### src/rtl/mss_capture_pkg.sv
// Shared types and constants for the Stonyman frame-capture sequencer.
// Holds the FSM encoding, sensor register indices and default parameters.
package mss_capture_pkg;

  typedef enum logic [2:0] {
    ST_IDLE,
    ST_FRAME,
    ST_SET_ROW,
    ST_SET_COL,
    ST_SETTLE,
    ST_PHI,
    ST_CONV,
    ST_NEXT
  } state_e;

  // Sensor register index equals the number of incp pulses after resp.
  localparam int COLSEL = 0;
  localparam int ROWSEL = 1;

  // Bit positions of the sensor pulse lines inside the pulse vector.
  localparam int P_RESP  = 0;
  localparam int P_INCP  = 1;
  localparam int P_RESV  = 2;
  localparam int P_INCV  = 3;
  localparam int P_INPHI = 4;

  localparam int CNT_W = 16;

  localparam int DEF_ROWS     = 112;
  localparam int DEF_COLS     = 112;
  localparam int DEF_SETTLE   = 4;
  localparam int DEF_SPI_DIV  = 2;
  localparam int DEF_SPI_BITS = 16;
  localparam int DEF_ADC_BITS = 10;
  localparam int DEF_LED_W    = 8;

endpackage

### src/rtl/mss_capture_core_spi_adc_rx.sv
// SPI receiver for the external ADC: one conversion per start pulse,
// MSB-first sample latched and done pulsed when cs returns high.
module spi_adc_rx
  import mss_capture_pkg::*;
#(
  parameter int SPI_DIV  = DEF_SPI_DIV,
  parameter int SPI_BITS = DEF_SPI_BITS,
  parameter int ADC_BITS = DEF_ADC_BITS
) (
  input  logic                clk,
  input  logic                rst_n,
  input  logic                start,
  input  logic                miso,
  output logic                cs,
  output logic                sclk,
  output logic                done,
  output logic [ADC_BITS-1:0] sample
);

  localparam int DIV_W = $clog2(SPI_DIV + 1);
  localparam int SEG_W = $clog2(2 * (SPI_BITS + ADC_BITS) + 1);
  localparam logic [DIV_W-1:0] DIV_LAST = DIV_W'(SPI_DIV - 1);
  localparam logic [SEG_W-1:0] SEG_LAST = SEG_W'(2 * SPI_BITS);
  localparam logic [SEG_W-1:0] ADC_SEG  = SEG_W'(2 * ADC_BITS);

  logic                cs_q, cs_d;
  logic                sclk_q, sclk_d;
  logic                done_q, done_d;
  logic [DIV_W-1:0]    div_q, div_d;
  logic [SEG_W-1:0]    seg_q, seg_d;
  logic [ADC_BITS-1:0] shift_q, shift_d;
  logic [ADC_BITS-1:0] sample_q, sample_d;

  // Segment 0 is the lead-in after cs falls; odd segments have SPI_CLK high;
  // the final even segment is the tail before cs rises.
  always_comb begin
    cs_d     = cs_q;
    div_d    = div_q;
    seg_d    = seg_q;
    shift_d  = shift_q;
    sample_d = sample_q;
    done_d   = 1'b0;
    if (cs_q) begin
      if (start) begin
        cs_d    = 1'b0;
        div_d   = '0;
        seg_d   = '0;
        shift_d = '0;
      end
    end else if (div_q != DIV_LAST) begin
      div_d = div_q + DIV_W'(1);
    end else begin
      div_d = '0;
      if (seg_q == SEG_LAST) begin
        cs_d     = 1'b1;
        sample_d = shift_q;
        done_d   = 1'b1;
      end else begin
        seg_d = seg_q + SEG_W'(1);
        // Entering an odd segment is the SPI_CLK rising edge.
        if (!seg_q[0] && (seg_q < ADC_SEG)) begin
          shift_d = {shift_q[ADC_BITS-2:0], miso};
        end
      end
    end
    sclk_d = !cs_d && seg_d[0];
  end

  always_ff @(posedge clk or negedge rst_n) begin
    if (!rst_n) begin
      cs_q     <= 1'b1;
      sclk_q   <= 1'b0;
      done_q   <= 1'b0;
      div_q    <= '0;
      seg_q    <= '0;
      shift_q  <= '0;
      sample_q <= '0;
    end else begin
      cs_q     <= cs_d;
      sclk_q   <= sclk_d;
      done_q   <= done_d;
      div_q    <= div_d;
      seg_q    <= seg_d;
      shift_q  <= shift_d;
      sample_q <= sample_d;
    end
  end

  assign cs     = cs_q;
  assign sclk   = sclk_q;
  assign done   = done_q;
  assign sample = sample_q;

endmodule

### src/rtl/mss_capture_core.sv
// Frame-capture sequencer: scans every sensor row/column with pointer/value
// pulses, converts each pixel through the SPI ADC and shows status on LEDs.
module mss_capture_core
  import mss_capture_pkg::*;
#(
  parameter int ROWS     = DEF_ROWS,
  parameter int COLS     = DEF_COLS,
  parameter int SETTLE   = DEF_SETTLE,
  parameter int SPI_DIV  = DEF_SPI_DIV,
  parameter int SPI_BITS = DEF_SPI_BITS,
  parameter int ADC_BITS = DEF_ADC_BITS,
  parameter int LED_W    = DEF_LED_W
) (
  input  logic             SYSCLK,
  input  logic             MSS_RESET_N,
  input  logic             miso,
  output logic             cs,
  output logic             SPI_CLK,
  output logic             startCaptureTP,
  output logic             resp,
  output logic             incp,
  output logic             resv,
  output logic             incv,
  output logic             inphi,
  output logic [LED_W-1:0] ledsout
);

  localparam int FC_W = LED_W / 2;
  localparam logic [7:0]       ROW_LAST    = 8'(ROWS - 1);
  localparam logic [7:0]       COL_LAST    = 8'(COLS - 1);
  localparam logic [CNT_W-1:0] SETTLE_LAST = CNT_W'((SETTLE > 0) ? SETTLE - 1 : 0);
  localparam logic [CNT_W-1:0] NEXT_LAST   = CNT_W'(SPI_DIV - 1);

  state_e              state_q, state_d;
  logic [7:0]          row_q, row_d;
  logic [7:0]          col_q, col_d;
  logic [CNT_W-1:0]    cnt_q, cnt_d;
  logic                gap_q, gap_d;
  logic [FC_W-1:0]     frame_q, frame_d;
  logic [4:0]          pulse_q, pulse_d;
  logic                start_tp_q, start_tp_d;
  logic [LED_W-1:0]    leds_q, leds_d;
  logic [CNT_W-1:0]    sel_cnt, seq_last;
  logic                adc_start, adc_done;
  logic [ADC_BITS-1:0] adc_sample;
  logic                sample_unused;

  spi_adc_rx #(
    .SPI_DIV  (SPI_DIV),
    .SPI_BITS (SPI_BITS),
    .ADC_BITS (ADC_BITS)
  ) u_adc (
    .clk    (SYSCLK),
    .rst_n  (MSS_RESET_N),
    .start  (adc_start),
    .miso   (miso),
    .cs     (cs),
    .sclk   (SPI_CLK),
    .done   (adc_done),
    .sample (adc_sample)
  );

  always_comb begin
    state_d    = state_q;
    row_d      = row_q;
    col_d      = col_q;
    cnt_d      = cnt_q;
    gap_d      = gap_q;
    frame_d    = frame_q;
    pulse_d    = '0;
    start_tp_d = 1'b0;
    adc_start  = 1'b0;
    sel_cnt    = CNT_W'(COLSEL);
    seq_last   = '0;
    case (state_q)
      ST_IDLE: state_d = ST_FRAME;
      ST_FRAME: begin
        start_tp_d = 1'b1;
        row_d      = '0;
        cnt_d      = '0;
        gap_d      = 1'b0;
        state_d    = ST_SET_ROW;
      end
      // Pointer select: resp, sel x incp, resv, then value x incv; every
      // pulse step is followed by one gap cycle.
      ST_SET_ROW, ST_SET_COL: begin
        if (state_q == ST_SET_ROW) begin
          sel_cnt  = CNT_W'(ROWSEL);
          seq_last = CNT_W'(ROWSEL + 1) + CNT_W'(row_q);
        end else begin
          sel_cnt  = CNT_W'(COLSEL);
          seq_last = CNT_W'(COLSEL + 1) + CNT_W'(col_q);
        end
        if (!gap_q) begin
          gap_d = 1'b1;
          if (cnt_q == '0)                         pulse_d[P_RESP] = 1'b1;
          else if (cnt_q <= sel_cnt)               pulse_d[P_INCP] = 1'b1;
          else if (cnt_q == sel_cnt + CNT_W'(1))   pulse_d[P_RESV] = 1'b1;
          else                                     pulse_d[P_INCV] = 1'b1;
        end else begin
          gap_d = 1'b0;
          cnt_d = cnt_q + CNT_W'(1);
          if (cnt_q == seq_last) begin
            cnt_d = '0;
            if (state_q == ST_SET_ROW) begin
              col_d   = '0;
              state_d = ST_SET_COL;
            end else begin
              state_d = ST_SETTLE;
            end
          end
        end
      end
      ST_SETTLE: begin
        if (cnt_q >= SETTLE_LAST) begin
          cnt_d   = '0;
          state_d = ST_PHI;
        end else begin
          cnt_d = cnt_q + CNT_W'(1);
        end
      end
      // Conversion starts only after inphi has dropped again.
      ST_PHI: begin
        if (!gap_q) begin
          pulse_d[P_INPHI] = 1'b1;
          gap_d            = 1'b1;
        end else begin
          gap_d     = 1'b0;
          adc_start = 1'b1;
          state_d   = ST_CONV;
        end
      end
      ST_CONV: begin
        if (adc_done) begin
          cnt_d   = '0;
          state_d = ST_NEXT;
        end
      end
      ST_NEXT: begin
        if (cnt_q < NEXT_LAST) begin
          cnt_d = cnt_q + CNT_W'(1);
        end else begin
          cnt_d = '0;
          if (col_q < COL_LAST) begin
            col_d   = col_q + 8'd1;
            state_d = ST_SET_COL;
          end else if (row_q < ROW_LAST) begin
            row_d   = row_q + 8'd1;
            state_d = ST_SET_ROW;
          end else begin
            frame_d = frame_q + FC_W'(1);
            state_d = ST_FRAME;
          end
        end
      end
      default: state_d = ST_IDLE;
    endcase
    leds_d = {frame_q, adc_sample[ADC_BITS-1 -: FC_W]};
  end

  always_ff @(posedge SYSCLK or negedge MSS_RESET_N) begin
    if (!MSS_RESET_N) begin
      state_q    <= ST_IDLE;
      row_q      <= '0;
      col_q      <= '0;
      cnt_q      <= '0;
      gap_q      <= 1'b0;
      frame_q    <= '0;
      pulse_q    <= '0;
      start_tp_q <= 1'b0;
      leds_q     <= '0;
    end else begin
      state_q    <= state_d;
      row_q      <= row_d;
      col_q      <= col_d;
      cnt_q      <= cnt_d;
      gap_q      <= gap_d;
      frame_q    <= frame_d;
      pulse_q    <= pulse_d;
      start_tp_q <= start_tp_d;
      leds_q     <= leds_d;
    end
  end

  // Only the top bits of the sample reach the LEDs.
  assign sample_unused = ^{1'b0, adc_sample};

  assign resp           = pulse_q[P_RESP];
  assign incp           = pulse_q[P_INCP];
  assign resv           = pulse_q[P_RESV];
  assign incv           = pulse_q[P_INCV];
  assign inphi          = pulse_q[P_INPHI];
  assign startCaptureTP = start_tp_q;
  assign ledsout        = leds_q;

endmodule

### config.mk
export PLATFORM = sky130hd
export DESIGN_NAME = mss_capture_core
export DESIGN_NICKNAME = d
export VERILOG_FILES = /design/src/rtl/mss_capture_pkg.sv /design/src/rtl/mss_capture_core_spi_adc_rx.sv /design/src/rtl/mss_capture_core.sv
export SDC_FILE = /design/constraint.sdc
export NUM_CORES = 1
export LEC_CHECK = 0
export ABC_AREA = 1
export CAP_MARGIN = 15
export CELL_PAD_IN_SITES_DETAIL_PLACEMENT = 1
export CELL_PAD_IN_SITES_GLOBAL_PLACEMENT = 2
export CORE_UTILIZATION = 40
export CTS_CLUSTER_DIAMETER = 50
export DETAILED_ROUTE_END_ITERATION = 6
export PLACE_DENSITY_LB_ADDON = 0.1
export SYNTH_ARGS = -nofsm -noshare
export SYNTH_HDL_FRONTEND = slang
export SYNTH_SLANG_ARGS = --single-unit
### constraint.sdc
create_clock -name SYSCLK -period 4.6 [get_ports SYSCLK]
set_clock_uncertainty 0.1 [all_clocks]
set_input_delay 0.92 -clock SYSCLK [delete_from_list [all_inputs] [get_ports SYSCLK]]
set_output_delay 0.92 -clock SYSCLK [all_outputs]
set_load 0.02 [all_outputs]
Word-level counts from Yosys, hierarchy flattened

Index checks and enable logic that the tools add are counted.

Equality and inequality tests: 24
$lt $le $gt $ge: 6
Reduce and logical (&&, ||, !) cells: 21
Bitwise gates (word level): 5
Add/subtract/negate cells: 9
Mux-type cells: 61

Operator list:

| cell                                                                                  | count |
|---|---|
| 16-bit two-way mux                                                                    | 7 |
| 16-bit one-hot mux with 5 select lines                                                | 1 |
| 8-bit two-way mux                                                                     | 8 |
| 10-bit two-way mux                                                                    | 5 |
| 16-bit by 1-bit adder with 16-bit output (second input constant)                      | 2 |
| 16-bit == test                                                                        | 2 |
| 8-bit one-hot mux with 2 select lines                                                 | 2 |
| 3-bit two-way mux                                                                     | 8 |
| 6-bit two-way mux                                                                     | 4 |
| 3-bit one-hot mux with 7 select lines                                                 | 1 |
| 2-bit inequality test (second input constant)                                         | 10 |
| 8-bit by 1-bit adder with 8-bit output (second input constant)                        | 2 |
| 16-bit by 2-bit greater-or-equal comparator with 1-bit output (second input constant) | 1 |
| 16-bit less-or-equal comparator                                                       | 1 |
| 16-bit zero test                                                                      | 1 |
| 16-bit by 1-bit < comparator with 1-bit output (second input constant)                | 1 |
| 8-bit by 7-bit < comparator with 1-bit output (second input constant)                 | 2 |
| 1-bit two-way mux                                                                     | 15 |
| 3-bit == test (second input constant)                                                 | 4 |
| 2-bit two-way mux                                                                     | 6 |
| 4-bit AND reduction                                                                   | 3 |
| 6-bit AND reduction                                                                   | 2 |
| 1-bit by 8-bit adder with 9-bit output (first input constant)                         | 1 |
| 2-bit by 8-bit adder with 9-bit output (first input constant)                         | 1 |
| 20 further kinds                                                                      | 36 |

Register bits: 85
Output and inout port bits: 16
Logic and storage cells: 143
Input bits: 3

Longest topological paths before layout

Word-level depth: 10
Mapped depth: 16
Depth with buffers taken out: 16

By module

A second synthesis with hierarchy kept.

Cell total of the unflattened synthesis: 615
Area, all modules: 4830.9 µm²

Modules (own cells, without submodules):

| module           | cells an instance | times used | area each (µm²) |
|---|---|---|---|
| mss_capture_core | 452               | 1          | 3348.2 |
| spi_adc_rx       | 163               | 1          | 1482.7 |

Worst setup path before layout

No wires, ideal clock.

Path kind: reg-to-reg
From: register col_q[0]
To: register col_q[2]
Data required time: 4.383 ns
Slack: 2.706 ns
Cell stages (with the launch flop): 16
Arrival time: 1.677 ns
Clock period less this slack: 1.894 ns
Setup time: 0.117 ns
Path through: dfrtp_1 > ha_1 > nand2_1 > inv_1 > nand3_1 > nand2_1 > nand2_1 > nand2_1 > nand2_1 > nand3_1 > nor2_2 > nand3_2 > nand2_4 > nand3_4 > nand2_1 > nand2_1

Cells in the longest elaborated chain, start to end: 6
Elaborated cells between the ends (all ways): 12

Ends and longest elaborated chain:

| item                                   | RTL line                | RTL |
|---|---|---|
| start, declared                        | mss_capture_core.sv:36  | `logic [7:0] col_q, col_d;` |
| start signal, assigned                 | mss_capture_core.sv:175 | `col_q <= col_d;` |
| 1-bit by 8-bit adder with 9-bit output | mss_capture_core.sv:92  | `seq_last = CNT_W'(COLSEL + 1) + CNT_W'(col_q);` |
| 9-bit two-way mux                      | mss_capture_core.sv:87  | `if (state_q == ST_SET_ROW) begin` |
| 16-bit two-way mux                     | mss_capture_core.sv:75  | `case (state_q)` |
| 16-bit == test                         | mss_capture_core.sv:103 | `if (cnt_q == seq_last) begin` |
| 2-bit inequality test (no line)        | --                      |  |
| 6-bit AND reduction (no line)          | --                      |  |

Several ways; a longest one is shown, not always the timed one. The select of a mux whose other input is x is not followed.
A chain may end at the register's enable or synchronous reset.

Worst setup path in the final report

From: register state_q[2]
To: register cnt_q[6]

Cells in the longest elaborated chain, start to end: 7
Elaborated cells between the ends (all ways): 17

Ends and longest elaborated chain:

| item                                     | RTL line                                       | RTL |
|---|---|---|
| start, declared                          | mss_capture_core.sv:34                         | `state_e state_q, state_d;` |
| start signal, assigned                   | mss_capture_core.sv:173                        | `state_q <= state_d;` |
| 3-bit by 2-bit == test with 1-bit output | mss_capture_core.sv:75, mss_capture_core.sv:87 |  |
| 9-bit two-way mux                        | mss_capture_core.sv:87                         |  |
| 16-bit two-way mux                       | mss_capture_core.sv:75                         |  |
| 16-bit == test                           | mss_capture_core.sv:103                        |  |
| 16-bit two-way mux                       | mss_capture_core.sv:103                        |  |
| 16-bit two-way mux                       | mss_capture_core.sv:94                         | `if (!gap_q) begin` |
| 16-bit one-hot mux with 5 select lines   | mss_capture_core.sv:75                         |  |
| end signal, assigned                     | mss_capture_core.sv:176                        | `cnt_q <= cnt_d;` |
| end, declared                            | mss_capture_core.sv:37                         | `logic [CNT_W-1:0] cnt_q, cnt_d;` |

Several ways; a longest one is shown, not always the timed one. The select of a mux whose other input is x is not followed.

==> qor.csv <==
stage,metric,value,unit
route,routed vias,3752,
route,DRT Pass-1 Iters,4,
die,Top-Level Pins,19,
cells_and_area,Layout Nets,601,
logic_synthesis,Synth area leaders,"dfrtp_1 43%, nand2_1 11%, inv_1 6.6%",
global_route,grt ovf,0,
logic_synthesis,"FFs w/ async S/R, synth",100,%
power,VDD IR-drop max,0.215,mV
placement,IO buf count,18,
logic_synthesis,share of the yosys chip area belonging to registers,43.3,%
placement,RD Place Congestion,0.819,
setup_path,Critical Path RT,4720,ps
logic_synthesis,syn_area_per_cell,8.04,um2
logic_synthesis,#FFs+latches synth,79,
logic_synthesis,main combinational cell family by area after synthesis,simple AND/OR/NAND/NOR gates,
clock_tree,# hold bufs at CTS,0,
clock_tree,CTS tree,built,
logic_synthesis,post-synthesis cell type count,39,
logic_synthesis,mux share of post-synthesis cell area,0,%
global_route,vias in the first global route,3893,
placement,HPWL after DPL,8770,um
logic_synthesis,post-synthesis adder-cell area fraction,2.74,%
power,switching share of power,20.8,%
sta,fin. max-slew vios,0,
clock_tree,Setup Buffers After CTS,0,
clock_tree,worst-skew pair later-pin latency,340,ps
power,combinational group share of total power,1.5,%
logic_synthesis,Post-synth EDFFs,0,
power,Pwr Total,1.49,mW
global_route,global-route wire length before repair,19600,um
setup_path,CP Launch Type,flip-flop,
clock_tree,clock tree sinks,79,
global_route,largest net degree at the start of global routing,80,
cells_and_area,"most common cell after layout, fill and taps aside",nand2_1,
cells_and_area,fraction of final layout cells sized beyond drive strength 1,13.2,%
die,floorplan die width,109,um
global_route,Total GRT Usage,21.8,%
setup_path,Worst Path Max Fanout,12,
sta,Max Freq,379,MHz
clock_tree,CTS Root Cell,clkbuf_16,
route,post-route ant nets,0,
logic_synthesis,Synth Area in XOR/XNOR,2.68,%
run_status,status,"finished, final reports clean",
sta,"Hold Violations, Final",0,
route,starting DRC count in detailed routing,173,
clock_tree,CTS max path bufs,2,
power,Sw Pwr,310,uW
route,Via density,5.12,
power,clock share of power,51.4,%
clock_tree,"CTS clk-pin slew, worst paths",70,ps
sta,unrepaired setup endpoints after global routing,false,
die,core region area,11000,um2
clock_tree,total CTS buffers,9,
sta,crit share post-route,57.4,%
cells_and_area,most frequent cells in the layout,"131 x nand2_1, 80 x inv_1, 78 x dfrtp_1",
power,leakage power,2.46,nW
logic_synthesis,top-area cell type share of the netlist area,42.7,%
route,Routed Wire Length,11600,um
logic_synthesis,Synth Area in Compound Gates,8.93,%
power,Seq pwr share,47.1,%
global_route,initial antenna violation count,0,
hold_path,Hold/Removal Path Class,flip-flop to flip-flop,
power,internal power,1.18,mW
logic_synthesis,post-synth top area cell,dfrtp_1,
setup_path,CP Capture Type,flip-flop,
route,drt wl/cell,15.8,um
setup_path,Crit Path Class,flip-flop to flip-flop,
sta,Slew @ Worst Pin,1030,ps
die,Starting Density,41.6,%
logic_synthesis,Ys Warns,0,
flow_run,max_cap viols,0,
clock_tree,post-cts sizing count,0,
logic_synthesis,Post-Syn Area,4570,um2
logic_synthesis,Syn Nets,581,
sta,post-layout min period,2640,ps
logic_synthesis,cells after synthesis,568,
setup_path,arrival time worst endpoint,2760,ps
sta,Worst slew margin,31.4,%
logic_synthesis,Most used DFF post-synth,dfrtp_1,
route,DRC viols,0,
cells_and_area,area grow syn2layout,12.8,%
die,die area,11800,um2
sta,setup TNS,0,ps
sta,final setup vio count,0,
power,PwrDens,289,nW/um2
clock_tree,htree depth,3,
logic_synthesis,post-synthesis simple-gate area fraction,33.1,%
cells_and_area,diode count,0,
die,Die Height,109,um
die,row cnt,38,
[state kept, by name, indices dropped and copies added (netlist names), 2 cells and up]
signal,flops
cnt_q,16
u_adc.shift_q,10
col_q,8
ledsout,8
row_q,8
u_adc.seg_q,6
pulse_q,5
frame_q,4
u_adc.sample,4
state_q,3
u_adc.div_q,2
[cell families after synthesis]
| kind of cell | Yosys count |
|---|---|
| xor gates and xnor gates | 14 |
| buffers and inverters | 99 |
| adders and majority gates | 10 |
| DFF | 79 |
| AOI/OAI and AO/OA | 67 |
| and+or+nand+nor | 299 |
[power by group through the flow]
stage	clock network, mW	registers [mW]	logic [mW]
after floorplan	0	0.715	0.00615
after global placement	0	0.715	0.0227
after detailed placement	0	0.715	0.0236
after CTS	0.785	0.702	0.0237
after global routing	0.809	0.703	0.0265
final	0.767	0.703	0.0220
[cell usage after synthesis, types with 4 or more instances]
master   count
nand2_1    131
inv_1       80
dfrtp_1     78
nand3_1     51
nor2_1      40
nand4_1     24
o21ai_0     22
nand3_2     15
o21ai_1     15
a21oi_1     11
nor2_2      11
xor2_1      11
ha_1        10
inv_2        9
o21ai_2      9
nor3_1       8
nor2_4       4
[layer usage]
metal	share of wire [%]	track usage, %	up-vias
li1	-	-	1885
met2	49	37.4	23
met3	1.6	2.75	11
met4	1.5	8.40	0
met1	48	27.8	1833
met5	0	0	-
[final timing paths]
path	startpoint	endpoint	slack, ps	depth (start not counted)
setup / recovery	state_q[2]	cnt_q[6]	1960	14
hold / removal	u_adc.sample[8]	ledsout[2]	280	0
setup reg to reg	state_q[2]	cnt_q[6]	1960	14
hold reg to reg	u_adc.sample[8]	ledsout[2]	280	0
max in group asynchronous	MSS_RESET_N	u_adc.shift_q[1]	3080	1
min in group asynchronous	MSS_RESET_N	row_q[0]	650	1
[through the flow]
step	worst slack [ps]	std cells	hold WS (ps)	utilization [%]	cell area, um2
3_5_place_dp	1950	717	266	44.1	4840
3_3_place_gp	2040	717	266	44.1	4840
6_report	1960	733	276	46.9	5150
4_1_cts	1930	733	280	46.9	5150
5_1_grt	1660	733	293	46.9	5150
2_1_floorplan	2710	568	254	-	4570
[worst max-delay path: stages (launching register included)]
cell	delay, ps
dfrtp_1	560
inv_4	220
nand2_4	90
nor2_2	450
nand2_1	140
nand3_1	100
nand2_1	50
nor2_1	80
nand3_1	90
nor2_2	90
nand3_2	100
nand2_4	160
nand2_4	110
nand3_1	120
nand2_1	60
[final cells by class]
cell class / count / area [um2]
Clock buffer: 11 / 233
Sequential cell: 79 / 1980
Inverter: 90 / 340
Multi-Input combinational cell: 390 / 2170
Clock inverter: 5 / 81.3
Fill cell: 1355 / 5830
Timing Repair Buffer: 18 / 178
Tap cell: 140 / 175
No activity file was read; power rests on OpenSTA's default activity.
